--- src/rtl/rv32i_pkg.sv ---
// Shared types for the RV32I pipeline control slice: FSM states, x0 constant
// and the per-cycle enable/flush bundle driven onto the pipeline registers.
package rv32i_pkg;

  typedef enum logic [1:0] {RUN, MEM_WAIT, MEM_ERR} state_t;

  localparam logic [4:0] REG_X0 = 5'd0;

  typedef struct packed {
    logic pc_en;
    logic if_id_en;
    logic if_id_flush;
    logic id_ex_en;
    logic id_ex_flush;
    logic ex_mem_en;
    logic mem_wb_bubble;
  } ctrl_t;

  // Bit order follows the struct: pc, if_id en/flush, id_ex en/flush, ex_mem, bubble
  localparam ctrl_t CTRL_RUN    = 7'b1101010;
  localparam ctrl_t CTRL_RESET  = 7'b0010101;
  localparam ctrl_t CTRL_FREEZE = 7'b0000001;

endpackage

--- src/rtl/hazard_detect.sv ---
// Load-use comparator: a load in EX whose rd feeds an operand read in ID.
module hazard_detect
  import rv32i_pkg::*;
(
  input  logic [4:0] id_rs1,
  input  logic [4:0] id_rs2,
  input  logic       id_use_rs1,
  input  logic       id_use_rs2,
  input  logic [4:0] ex_rd,
  input  logic       ex_mem_read,
  output logic       load_use
);

  logic hit_rs1, hit_rs2;

  assign hit_rs1  = id_use_rs1 && (id_rs1 == ex_rd);
  assign hit_rs2  = id_use_rs2 && (id_rs2 == ex_rd);
  // x0 is hardwired zero, so a load targeting it never creates a dependency
  assign load_use = ex_mem_read && (ex_rd != REG_X0) && (hit_rs1 || hit_rs2);

endmodule

--- src/rtl/pipeline_ctrl.sv ---
// Stall/flush controller for the 5-stage pipeline: memory wait FSM with
// timeout, branch squash, load-use stall, and a saturating stall counter.
module pipeline_ctrl
  import rv32i_pkg::*;
#(
  parameter int TIMEOUT_CYCLES = 256,
  parameter int CNT_W          = 32
) (
  input  logic             clk,
  input  logic             rst,
  input  logic [4:0]       id_rs1,
  input  logic [4:0]       id_rs2,
  input  logic             id_use_rs1,
  input  logic             id_use_rs2,
  input  logic [4:0]       ex_rd,
  input  logic             ex_MemRead,
  input  logic             ex_branch_taken,
  input  logic             dmem_req,
  input  logic             dmem_ready,
  output logic             pc_en,
  output logic             if_id_en,
  output logic             if_id_flush,
  output logic             id_ex_en,
  output logic             id_ex_flush,
  output logic             ex_mem_en,
  output logic             mem_wb_bubble,
  output logic             mem_err,
  output logic [CNT_W-1:0] stall_count
);

  localparam int              WC_W      = $clog2(TIMEOUT_CYCLES + 1);
  localparam logic [WC_W-1:0] WAIT_LAST = WC_W'(TIMEOUT_CYCLES - 1);

  state_t          state;
  logic [WC_W-1:0] wait_cnt;
  logic            load_use;
  logic            mem_hold;
  ctrl_t           run_ctrl;
  ctrl_t           ctrl;

  hazard_detect u_hazard (
    .id_rs1      (id_rs1),
    .id_rs2      (id_rs2),
    .id_use_rs1  (id_use_rs1),
    .id_use_rs2  (id_use_rs2),
    .ex_rd       (ex_rd),
    .ex_mem_read (ex_MemRead),
    .load_use    (load_use)
  );

  // A released wait (MEM_WAIT with ready) falls through to normal RUN decoding
  assign mem_hold = (state == MEM_ERR)
                 || (state == MEM_WAIT && !dmem_ready)
                 || (state == RUN && dmem_req && !dmem_ready);

  always_comb begin
    run_ctrl = CTRL_RUN;
    if (ex_branch_taken) begin
      run_ctrl.if_id_flush = 1'b1;
      run_ctrl.id_ex_flush = 1'b1;
    end else if (load_use) begin
      run_ctrl.pc_en       = 1'b0;
      run_ctrl.if_id_en    = 1'b0;
      run_ctrl.id_ex_flush = 1'b1;
    end
    ctrl = rst ? CTRL_RESET : (mem_hold ? CTRL_FREEZE : run_ctrl);
  end

  assign pc_en         = ctrl.pc_en;
  assign if_id_en      = ctrl.if_id_en;
  assign if_id_flush   = ctrl.if_id_flush;
  assign id_ex_en      = ctrl.id_ex_en;
  assign id_ex_flush   = ctrl.id_ex_flush;
  assign ex_mem_en     = ctrl.ex_mem_en;
  assign mem_wb_bubble = ctrl.mem_wb_bubble;

  always_ff @(posedge clk) begin
    if (rst) begin
      state       <= RUN;
      wait_cnt    <= '0;
      stall_count <= '0;
      mem_err     <= 1'b0;
    end else begin
      if (!ctrl.pc_en && stall_count != {CNT_W{1'b1}})
        stall_count <= stall_count + CNT_W'(1);
      case (state)
        RUN: begin
          if (dmem_req && !dmem_ready) begin
            state    <= MEM_WAIT;
            wait_cnt <= WC_W'(1);
          end
        end
        MEM_WAIT: begin
          if (dmem_ready) begin
            state    <= RUN;
            wait_cnt <= '0;
          end else if (wait_cnt >= WAIT_LAST) begin
            state   <= MEM_ERR;
            mem_err <= 1'b1;
          end else begin
            wait_cnt <= wait_cnt + WC_W'(1);
          end
        end
        MEM_ERR: mem_err <= 1'b1;
        default: state <= RUN;
      endcase
    end
  end

endmodule

--- config.mk ---
export PLATFORM = sky130hd
export DESIGN_NAME = pipeline_ctrl
export DESIGN_NICKNAME = d
export VERILOG_FILES = /design/src/rtl/rv32i_pkg.sv /design/src/rtl/hazard_detect.sv /design/src/rtl/pipeline_ctrl.sv
export SDC_FILE = /design/constraint.sdc
export NUM_CORES = 1
export LEC_CHECK = 0
export BUFFER_PORTS_ARGS = -buffer_cell sky130_fd_sc_hd__buf_4
export CORE_MARGIN = 1.5
export CORE_UTILIZATION = 45
export DETAILED_ROUTE_END_ITERATION = 16
export GPL_TIMING_DRIVEN = 0
export PLACE_DENSITY = 0.8
export SLEW_MARGIN = 40
export SYNTH_ARGS = -nofsm -noshare
export SYNTH_HDL_FRONTEND = slang
export SYNTH_SLANG_ARGS = --single-unit
--- constraint.sdc ---
create_clock -name clk -period 5.7 [get_ports clk]
set_input_delay 0.855 -clock clk [delete_from_list [all_inputs] [get_ports clk]]
set_output_delay 0.855 -clock clk [all_outputs]
set_load 0.02 [all_outputs]
==> impl_results.md, run 1 <==
* Synth Area in XOR/XNOR at 0.0557
* Gr usage total at 0.217
* Core box area at 5440 µm²
* Post-CTS setup buffers at 0
* Post-synthesis simple-gate area fraction at 0.306
* Crit share post-route at 0.548
* First-pass GRT wire length at 10.7 mm
* Netlist cell types at 57
* Die width at 77.8 µm
* Top post-synthesis cells by area: dfxtp_1 (35%), a21oi_1 (6.0%), xnor2_1 (4.5%)
* Slew margin rel. at 0.514
* Slowest stage cell, crit path: or4_1
* Crit Path Class: in2out
* Ports at 63
* Post-DP HPWL at 4.72 mm
* Async set-reset flop share out of synthesis at 0
* Top-area cell type share of the netlist area at 0.350
* Post-Syn Instances at 299
* Post-CTS Resized at 0
* CTS Root Cell: clkbuf_8
* Bufs and invs on worst path at 3
* CTS tree: yes
* Mux cell area share after synthesis at 0.0323
* Crit-path max cell delay at 0.55 ns
* Hold buffer count at CTS at 0
* Final TNS setup at 0 ns
* Minimum clock period at 3.12 ns
* Syn nets at 325
* Mapped Avg Cell Area at 8.42 µm²
* Pleak at 1.16 nW
* Peak Freq at 0.320 GHz
* H-tree depth at 2
* Combinational family with the most area after synthesis: simple AND/OR/NAND/NOR gates
* Peak fanout along the critical path at 3
* P per Cell Area at 208 nW/µm²
* Synth-to-layout area growth at 26.0%
* Slew Viols, Final at 0
* Critical Path End Type: primary output
* CP cell instances: buf_4 -> or4_1 -> o21ai_2 -> nor2_1 -> a21oi_1 -> buf_4 -> buf_4
* Final hold vios at 0
* Synth Flop Type: dfxtp_1
* Final GP Congestion at 0.857
* Max VDD drop at 0.000120 V
* Final Core Density at 0.583
* Fin nets at 393
* Clock latency at the later pin of the worst-skew pair at 0.30 ns
* Status: complete, no violations
* Max-cap viol count at 0
* Slew @ Worst Pin at 0.723 ns
* Routed Antenna Nets at 0
* I/O Buffers at 61
* Die area at 6050 µm²
* Die extent in y at 77.8 µm
* Most common cell in the synthesized netlist: dfxtp_1
* Wire per inst at 14.8 µm
* Ant. Diodes at 0
* # clock sinks at 44
* Synthesized flop and latch total at 44
* Final Skew at 0.00496 ns
* Grt ovf at 0
* Worst setup margin at 2.58 ns
* DP Worst Slack at 2.59 ns
* CTS buffer count at 5
* Reg clk slew, reported paths at 0.08 ns
* Largest net degree at the start of global routing at 14
* First-pass detailed-route iteration total at 5
* Initial core utilization at 0.463
* Hold Path Class: reg2reg
* RSZ-0062 raised after global routing: false
* Initial DRC Count at 160
* Share of cells above drive strength 1 at 0.280
* Worst Path Arrival at 2.27 ns
* CP top delay family: simple AND/OR/NAND/NOR gates
* Synth warn at 0
* Synth Area in Adders at 0.0149
* Synth Area in Compound Gates at 0.184
* Residual DRC at 0
* Post-synth top cells: dfxtp_1 (44), a21oi_1 (30), nor2_1 (26), nand2_1 (18), nand4_1 (17)
* Vias in the first global route at 2274
* Sequential fraction of the synthesis area at 0.350
* # setup viols final at 0
* Synthesized area at 2520 µm²
* WL final at 6.51 mm
* Count of flip-flops with a built-in enable after synthesis at 0
* Initial antenna violation count at 0
* Vias per std cell at 5.77
* Startpoint Class: input port
* Synth area leader: dfxtp_1
* Most common cell on crit path: buf_4
* Critical Path RT at 4.85 ns
* Row count at 27
* Vias at 2540
* Clock tree buffer depth at 2
## area by class of cell
cell class,instances,area (µm²)
Buffer,15,114
Inverter,8,30.0
Clock inverter,2,35.0
Timing Repair Buffer,61,458
Clock buffer,6,72.6
Multi-Input combinational cell,232,1490
Sequential cell,44,881
Fill cell,517,2270
Tap cell,72,90.1
## metal layers
| layer | up-vias | share of wire | wire length [µm] | global-route usage |
|---|---|---|---|---|
| met5 | - | 0 | 0 | 0 |
| li1 | 1247 | - | - | - |
| met4 | 0 | 0.015 | 98 | 0.0636 |
| met2 | 88 | 0.49 | 3180 | 0.355 |
| met1 | 1195 | 0.44 | 2870 | 0.292 |
| met3 | 10 | 0.055 | 355 | 0.0365 |
## worst min-delay path: cells and delay by family, from the launching register on
family	cells	cell delay (ns)
buf+inv	1	0.05
compound gates	1	0.05
flops	1	0.31
## worst paths after layout
| path | from | end | slack, ns | depth (start not counted) |
|---|---|---|---|---|
| min | mem_err | mem_err | 0.46 | 2 |
| max | ex_rd[1] | pc_en | 2.58 | 7 |
| max reg2reg | stall_count[0] | stall_count[1] | 3.32 | 9 |
| min reg2reg | mem_err | mem_err | 0.46 | 2 |
## through the flow
stage          instance area (µm²)  total power [W]  hold WS (ns)  std cells
2_1_floorplan                 2520         0.000384         0.460        299
3_3_place_gp                  3070         0.000422         0.443        432
3_5_place_dp                  3070         0.000424         0.447        432
4_1_cts                       3170         0.000661         0.460        440
5_1_grt                       3170         0.000678         0.509        440
6_report                      3170         0.000659         0.462        440
## cells by family after synthesis
group | after synthesis
AO/OA/AOI/OAI | 72
buffers and inverters | 23
flip-flops | 44
AND/OR/NAND/NOR | 134
XOR/XNOR | 16
multiplexers | 7
adder cells (fa/ha/maj) | 3
## power by group
part           switching [W]  total, W  leakage [nW]  internal [W]
Clock               0.000109  0.000240        0.0552      0.000130
Sequential        0.00000566  0.000317         0.355      0.000311
Combinational      0.0000579  0.000102         0.754     0.0000441
Total               0.000173  0.000659          1.16      0.000486
## registers in the layout, indices dropped and copies added, names as in the netlist
register / count
wait_cnt: 9
stall_count: 32
mem_err: 1
state: 2
## cells in the final DEF, fill, tap and decap left out, types with 2 or more instances in the layout
master	n
buf_4	64
dfxtp_1	44
a21oi_1	30
nor2_1	26
nand2_1	18
nand4_1	17
nand3_1	15
xnor2_1	13
o21ai_0	13
or4_1	12
or3_1	12
o31ai_1	10
inv_1	7
clkbuf_8	7
nor2b_1	6
clkbuf_1	5
nor3_1	5
nor4_1	5
mux2_2	5
buf_2	3
a21o_1	3
buf_6	3
xor2_1	3
ha_1	3
o21ai_2	2
and2_2	2
and4_1	2
nand2b_1	2
Note: power is estimated with default switching activity, not from simulation.
==> inputs of run 2 (changes only) <==
--- a/config.mk
+++ b/config.mk
@@ -10,7 +10,7 @@
 export CORE_UTILIZATION = 45
 export DETAILED_ROUTE_END_ITERATION = 16
 export GPL_TIMING_DRIVEN = 0
-export PLACE_DENSITY = 0.8
+export PLACE_DENSITY = 0.83
 export SLEW_MARGIN = 40
 export SYNTH_ARGS = -nofsm -noshare
 export SYNTH_HDL_FRONTEND = slang
==> constraint.sdc (replaced) <==
create_clock -name clk -period 2.7 [get_ports clk]
set_input_delay 0.405 -clock clk [delete_from_list [all_inputs] [get_ports clk]]
set_output_delay 0.405 -clock clk [all_outputs]
set_load 0.02 [all_outputs]
==> impl_results.md, run 2 (synthesized netlist as in run 1, its figures left out) <==
* Status: complete, no violations (unchanged)
* Peak Freq at 0.430 GHz
* Die area at 6050 µm² (unchanged)
* Gr usage total at 0.219 (was 0.217)
* CTS Root Cell: clkbuf_8 (unchanged)
* Synth-to-layout area growth at 26.0% (unchanged)
* R2R depth at 9 (unchanged)
* Pleak at 1.16 nW (unchanged)
* Share of cells above drive strength 1 at 0.280 (unchanged)
* Critical Path RT at 2.89 ns (was 4.85 ns)
* Routed Antenna Nets at 0 (unchanged)
* Sw Ratio at 0.258 (was 0.263)
* Biggest register: stall_count (unchanged)
* Final hold vios at 0 (unchanged)
* Placed insts at 432 (unchanged)
* Hold buffer count at CTS at 0 (unchanged)
* Source of the critical timing path: stall_count[0] (was ex_rd[1])
* Ant. Diodes at 0 (unchanged)
* # setup viols final at 0 (unchanged)
* Core box area at 5440 µm² (unchanged)
* Vias in the first global route at 2327 (was 2274)
* Clock latency at the later pin of the worst-skew pair at 0.30 ns (about the same)
* Hold Path End: state[0] (was mem_err)
* Crit Path Class: reg2reg (was in2out)
* RR Startpoint: stall_count[0] (unchanged)
* H-tree depth at 2 (unchanged)
* Pint at 0.00102 W (was 0.000486 W)
* Critical Path End Type: register (was primary output)
* Biggest regs: stall_count x32, wait_cnt x9, state x2 (unchanged)
* CTS tree: yes (unchanged)
* Comb pwr share at 0.155 (about the same)
* Final Cell Area at 3170 µm² (unchanged)
* Final TNS setup at 0 ns (unchanged)
* Reg clk slew, reported paths at 0.09 ns (was 0.08 ns)
* Residual DRC at 0 (unchanged)
* Cell Area, Placed at 3070 µm² (unchanged)
* Final Skew at 0.00905 ns (was 0.00496 ns)
* Largest net degree at the start of global routing at 14 (unchanged)
* RSZ-0062 raised after global routing: false (unchanged)
* Fin nets at 393 (unchanged)
* Vias per std cell at 5.81 (was 5.77)
* Final Core Density at 0.583 (unchanged)
* Max VDD drop at 0.000255 V (was 0.000120 V)
* Grt ovf at 0 (unchanged)
* Vias at 2556 (was 2540)
* Post-CTS Resized at 0 (unchanged)
* Post-DP HPWL at 4.89 mm (was 4.72 mm)
* Max-cap viol count at 0 (unchanged)
* R2R Setup Slk at 0.37 ns (was 3.32 ns)
* Clock tree buffer depth at 2 (unchanged)
* Initial antenna violation count at 0 (unchanged)
* Fillers at 503 (was 517)
* Net switching power at 0.000357 W (was 0.000173 W)
* Post-Layout Cell Count at 440 (unchanged)
* Initial DRC Count at 209 (was 160)
* Min-delay src: dmem_ready (was mem_err)
* Hold Path Class: in2reg (was reg2reg)
* Startpoint Class: register (was input port)
* Max reg flops at 32 (unchanged)
* Initial core utilization at 0.463 (unchanged)
* CTS buffer count at 5 (unchanged)
* I/O Buffers at 61 (unchanged)
* Post-CTS setup buffers at 0 (unchanged)
* Peak fanout along the critical path at 10 (was 3)
* First-pass GRT wire length at 10.7 mm (about the same)
* # clock sinks at 44 (unchanged)
* Most common cell after layout, fill and taps aside: buf_4 (unchanged)
* Slew @ Worst Pin at 0.672 ns (was 0.723 ns)
* Slew Viols, Final at 0 (unchanged)
* WL final at 6.60 mm (was 6.51 mm)
* Slew margin rel. at 0.549 (was 0.514)
* Commonest non-fill, non-tap cells in the layout: buf_4 (64), dfxtp_1 (44), a21oi_1 (30) (unchanged)
* Flop pwr share at 0.484 (was 0.481)
* Ports at 63 (unchanged)
* Crit Reg-Reg Endpoint: stall_count[1] (unchanged)
* Hold depth at 2 (unchanged)
* P per Cell Area at 435 nW/µm² (was 208 nW/µm²)
* First-pass detailed-route iteration total at 4 (was 5)
* Row count at 27 (unchanged)
* Die extent in y at 77.8 µm (unchanged)
* Die width at 77.8 µm (unchanged)
* Worst Path Arrival at 2.51 ns (was 2.27 ns)
* Wire per inst at 15.0 µm (was 14.8 µm)
* Crit share post-route at 0.861
* Clock power frac at 0.360 (was 0.364)
* Final GP Congestion at 0.824 (was 0.857)
* Minimum clock period at 2.33 ns
-- run 2: cell counts in the layout (fill, tap and decap cells not counted) --
No cell type changed its count.
-- run 2: critical path, cell delays in order, from the launching register on --
cell and delay [ns]:
dfxtp_1 0.47, ha_1 0.28, inv_1 0.09, nor4_1 0.37, nand3_1 0.22, o211ai_4 0.17
buf_6 0.19, clkbuf_8 0.18, mux2i_1 0.19, nor2_1 0.05
-- run 2: how the worst max path moves through the flow --
stage,to,slack [ns]
final,stall_count[1],0.37
after global routing,stall_count[31],0.23
after CTS,stall_count[1],0.41
after detailed placement,stall_count[29],0.27
after global placement,stall_count[29],0.29
after floorplan,pc_en,0.48
-- run 2: stage by stage --
step           worst slack, ns  hold WS [ns]  total power [W]
2_1_floorplan            0.484         0.460         0.000811
3_3_place_gp             0.290         0.439         0.000891
3_5_place_dp             0.272         0.443         0.000895
4_1_cts                  0.407         0.305          0.00139
5_1_grt                  0.233         0.302          0.00144
6_report                 0.375         0.311          0.00138
-- run 2: cell type report --
cell class | instances | area, µm² | share of cell area
well taps | 72 | 90.1 | 0.0284
repair buffers | 61 | 458 | 0.144
multi-input cells | 232 | 1490 | 0.470
flip-flops and latches | 44 | 881 | 0.278
clock buffers | 6 | 72.6 | 0.0229
clock inverters | 2 | 35.0 | 0.0110
inverters | 8 | 30.0 | 0.00946
plain buffers | 15 | 114 | 0.0359
-- run 2: per-layer routing --
layer	vias up	wire length (µm)	track usage
met5	-	0	0
met4	0	116	0.0836
met3	12	352	0.0376
met2	77	3250	0.382
met1	1218	2880	0.266
li1	1249	-	-
-- run 2: power by group through the flow --
| stage | Sequential [W] | Combinational, W | Clock [W] |
|---|---|---|---|
| global route | 0.000671 | 0.000231 | 0.000536 |
| CTS | 0.000669 | 0.000213 | 0.000504 |
| finish | 0.000669 | 0.000214 | 0.000498 |
| global placement | 0.000683 | 0.000207 | 0 |
| detailed placement | 0.000684 | 0.000211 | 0 |
| floorplan | 0.000687 | 0.000124 | 0 |
==> inputs of run 3 (changes only) <==
--- a/config.mk
+++ b/config.mk
@@ -14,4 +14,5 @@
 export SLEW_MARGIN = 40
 export SYNTH_ARGS = -nofsm -noshare
 export SYNTH_HDL_FRONTEND = slang
+export SYNTH_HIERARCHICAL = 1
 export SYNTH_SLANG_ARGS = --single-unit
==> impl_results.md, run 3 <==
* Clock tree buffer depth at 2 (unchanged)
* P per Cell Area at 403 nW/µm² (was 435 nW/µm²)
* Largest net degree at the start of global routing at 14 (unchanged)
* Routed Antenna Nets at 0 (unchanged)
* Biggest regs: stall_count x32, wait_cnt x9, state x2 (unchanged)
* Post-Layout Cell Count at 442 (was 440)
* Combinational family with the most area after synthesis: simple AND/OR/NAND/NOR gates (unchanged)
* Die area at 6010 µm² (was 6050 µm²)
* Slew @ Worst Pin at 0.668 ns (was 0.672 ns)
* Most common cell after layout, fill and taps aside: buf_4 (unchanged)
* Synth Area in Adders at 0.0150 (was 0.0149)
* CTS Root Cell: clkbuf_8 (unchanged)
* DRT met1 WL at 2.76 mm (was 2.88 mm)
* Share of cells above drive strength 1 at 0.269 (was 0.280)
* Crit share post-route at 0.903 (was 0.861)
* Synth-to-layout area growth at 26.3% (was 26.0%)
* WL final at 6.22 mm (was 6.60 mm)
* Bufs and invs on worst path at 4 (was 3)
* Die extent in y at 77.5 µm (was 77.8 µm)
* Initial antenna violation count at 0 (unchanged)
* Most common cell in the synthesized netlist: dfxtp_1 (unchanged)
* RSZ-0062 raised after global routing: false (unchanged)
* Final Skew at 0.0132 ns (was 0.00905 ns)
* Max reg flops at 32 (unchanged)
* I/O Buffers at 62 (was 61)
* First-pass detailed-route iteration total at 4 (unchanged)
* Placed insts at 434 (was 432)
* Gr usage total at 0.215 (was 0.219)
* DR WL met2 at 3.01 mm (was 3.25 mm)
* Post-CTS setup buffers at 0 (unchanged)
* Synth Area in XOR/XNOR at 0.0455 (was 0.0557)
* CP endpoint: pc_en (was stall_count[1])
* Max VDD drop at 0.000198 V (was 0.000255 V)
* # setup viols final at 0 (unchanged)
* Syn nets at 328 (was 325)
* Top-area cell type share of the netlist area at 0.352 (was 0.350)
* Post-synthesis simple-gate area fraction at 0.302 (was 0.306)
* Pleak at 1.17 nW (was 1.16 nW)
* Crit. path cell count at 9 (unchanged)
* Routed wl met3 at 389 µm (was 352 µm)
* R2R Setup Slk at 0.27 ns (was 0.37 ns)
* Peak fanout along the critical path at 4 (was 10)
* RR Startpoint: stall_count[0] (unchanged)
* Biggest register: stall_count (unchanged)
* Critical Path End Type: primary output (was register)
* Post-synth top cells: dfxtp_1 (44), nand2_1 (24), a21oi_1 (20), nor2_1 (19), or3_1 (18) (was dfxtp_1 (44), a21oi_1 (30), nor2_1 (26), nand2_1 (18), nand4_1 (17))
* Ant. Diodes at 0 (unchanged)
* Mapped Avg Cell Area at 8.28 µm² (was 8.42 µm²)
* Crit Path Class: in2out (was reg2reg)
* Netlist cell types at 48 (was 57)
* Worst Path Arrival at 2.03 ns (was 2.51 ns)
* Source of the critical timing path: ex_rd[0] (was stall_count[0])
* Peak Freq at 0.410 GHz (was 0.430 GHz)
* Die width at 77.5 µm (was 77.8 µm)
* Max-cap viol count at 0 (unchanged)
* Slew margin rel. at 0.551 (was 0.549)
* Critical Path RT at 2.30 ns (was 2.89 ns)
* Top post-synthesis cells by area: dfxtp_1 (35%), or3_1 (4.5%), a21oi_1 (4.0%) (was dfxtp_1 (35%), a21oi_1 (6.0%), xnor2_1 (4.5%))
* Startpoint Class: input port (was register)
* Hold Path Class: in2reg (unchanged)
* Wire per inst at 14.1 µm (was 15.0 µm)
* Sequential fraction of the synthesis area at 0.352 (was 0.350)
* Vias in the first global route at 2325 (was 2327)
* Final TNS setup at 0 ns (unchanged)
* Core box area at 5240 µm² (was 5440 µm²)
* Status: complete, no violations (unchanged)
* # clock sinks at 44 (unchanged)
* Final GP Congestion at 0.859 (was 0.824)
* R2R depth at 8 (was 9)
* Synth warn at 6 (was 0)
* Vias at 2542 (was 2556)
* Grt ovf at 0 (unchanged)
* Slew Viols, Final at 0 (unchanged)
* CP cell instances: buf_4 -> or4_1 -> o21ai_1 -> a21oi_1 -> nand2b_1 -> o2111ai_2 -> inv_1 -> buf_4 -> buf_4 (was ha_1 -> inv_1 -> nor4_1 -> nand3_1 -> o211ai_4 -> buf_6 -> clkbuf_8 -> mux2i_1 -> nor2_1)
* Row count at 26 (was 27)
* Synth area leader: dfxtp_1 (unchanged)
* Crit Reg-Reg Endpoint: stall_count[1] (unchanged)
* Mux cell area share after synthesis at 0.0200 (was 0.0323)
* Synth Area in Compound Gates at 0.202 (was 0.184)
* Fin nets at 397 (was 393)
* Final hold vios at 0 (unchanged)
* H-tree depth at 2 (unchanged)
* First-pass GRT wire length at 10.5 mm (was 10.7 mm)
* Post-CTS Resized at 0 (unchanged)
* Commonest non-fill, non-tap cells in the layout: buf_4 (64), dfxtp_1 (44), nand2_1 (24) (was buf_4 (64), dfxtp_1 (44), a21oi_1 (30))
* Synthesized flop and latch total at 44 (unchanged)
* CTS tree: yes (unchanged)
* Crit-path max cell delay at 0.52 ns (was 0.47 ns)
* Post-Syn Instances at 302 (was 299)
* Synth Flop Type: dfxtp_1 (unchanged)
* Synthesized area at 2500 µm² (was 2520 µm²)
* CTS buffer count at 5 (unchanged)
* CP top delay family: simple AND/OR/NAND/NOR gates (unchanged)
* Vias per std cell at 5.75 (was 5.81)
* Count of flip-flops with a built-in enable after synthesis at 0 (unchanged)
* Minimum clock period at 2.44 ns (was 2.33 ns)
* Reg clk slew, reported paths at 0.09 ns (about the same)
* Hold buffer count at CTS at 0 (unchanged)
* Post-DP HPWL at 4.70 mm (was 4.89 mm)
* Slowest stage cell, crit path: or4_1 (was dfxtp_1)
* Async set-reset flop share out of synthesis at 0 (unchanged)
* Top Metal Used: met4 (unchanged)
* Residual DRC at 0 (unchanged)
* Most common cell on crit path: buf_4
* Initial core utilization at 0.477 (was 0.463)
* Clock latency at the later pin of the worst-skew pair at 0.30 ns (about the same)
* Ports at 63 (unchanged)
* Initial DRC Count at 184 (was 209)
-- run 3: power breakdown --
part	leakage, nW	switching, W	total (W)	internal [W]
sequential	0.355	0.00000986	0.000666	0.000656
clock	0.0445	0.000225	0.000433	0.000208
combinational	0.769	0.0000954	0.000173	0.0000781
-- run 3: worst min path at each step --
stage	end	slack, ns	startpoint	cells past startpoint
3_3_place_gp	mem_err	0.44	mem_err	2
3_5_place_dp	mem_err	0.45	mem_err	2
6_report	state[0]	0.41	dmem_req	3
5_1_grt	state[0]	0.45	dmem_req	3
2_1_floorplan	wait_cnt[4]	0.45	wait_cnt[4]	1
4_1_cts	state[0]	0.41	dmem_req	3
-- run 3: metal layers --
layer / track usage / vias up
met2: 0.362 / 78
met1: 0.273 / 1201
met4: 0.0655 / 0
met5: 0 / -
li1: - / 1257
met3: 0.0494 / 6
-- run 3: worst register-to-register path, cell delays in order (launching register included) --
cell and delay, ns:
dfxtp_1 0.43, ha_1 0.29, nand4_1 0.14, or4_4 0.47
o31ai_4 0.40, buf_6 0.21, buf_12 0.14, mux2i_1 0.18
nor2_1 0.05
-- run 3: stage by stage --
step | cell area [µm²] | total power [W] | utilization | worst slack, ns | hold slack, ns
2_1_floorplan | 2500 | 0.000779 | - | 0.423 | 0.452
3_3_place_gp | 3050 | 0.000850 | 0.583 | 0.0818 | 0.439
3_5_place_dp | 3060 | 0.000853 | 0.584 | 0.174 | 0.447
4_1_cts | 3150 | 0.00128 | 0.602 | 0.156 | 0.412
5_1_grt | 3160 | 0.00132 | 0.603 | 0.105 | 0.453
6_report | 3160 | 0.00127 | 0.603 | 0.262 | 0.410
-- run 3: layout make-up --
| type | instances | area, µm² |
|---|---|---|
| fill | 465 | 2080 |
| sequential | 44 | 881 |
| clock buffer | 7 | 86.3 |
| timing repair buffer | 62 | 465 |
| buffer | 13 | 101 |
| inverter | 15 | 56.3 |
| clock inverter | 1 | 7.51 |
| tap | 70 | 87.6 |
| multi-input combinational | 230 | 1470 |
-- run 3: logic make-up (layout without fill, tap and decap cells) --
group	Yosys count	after routing
mux	4	4
xor+xnor	13	13
flops	44	44
compound gates	76	76
buf+inv	28	98
simple gates	134	134
fa+ha+maj	3	3
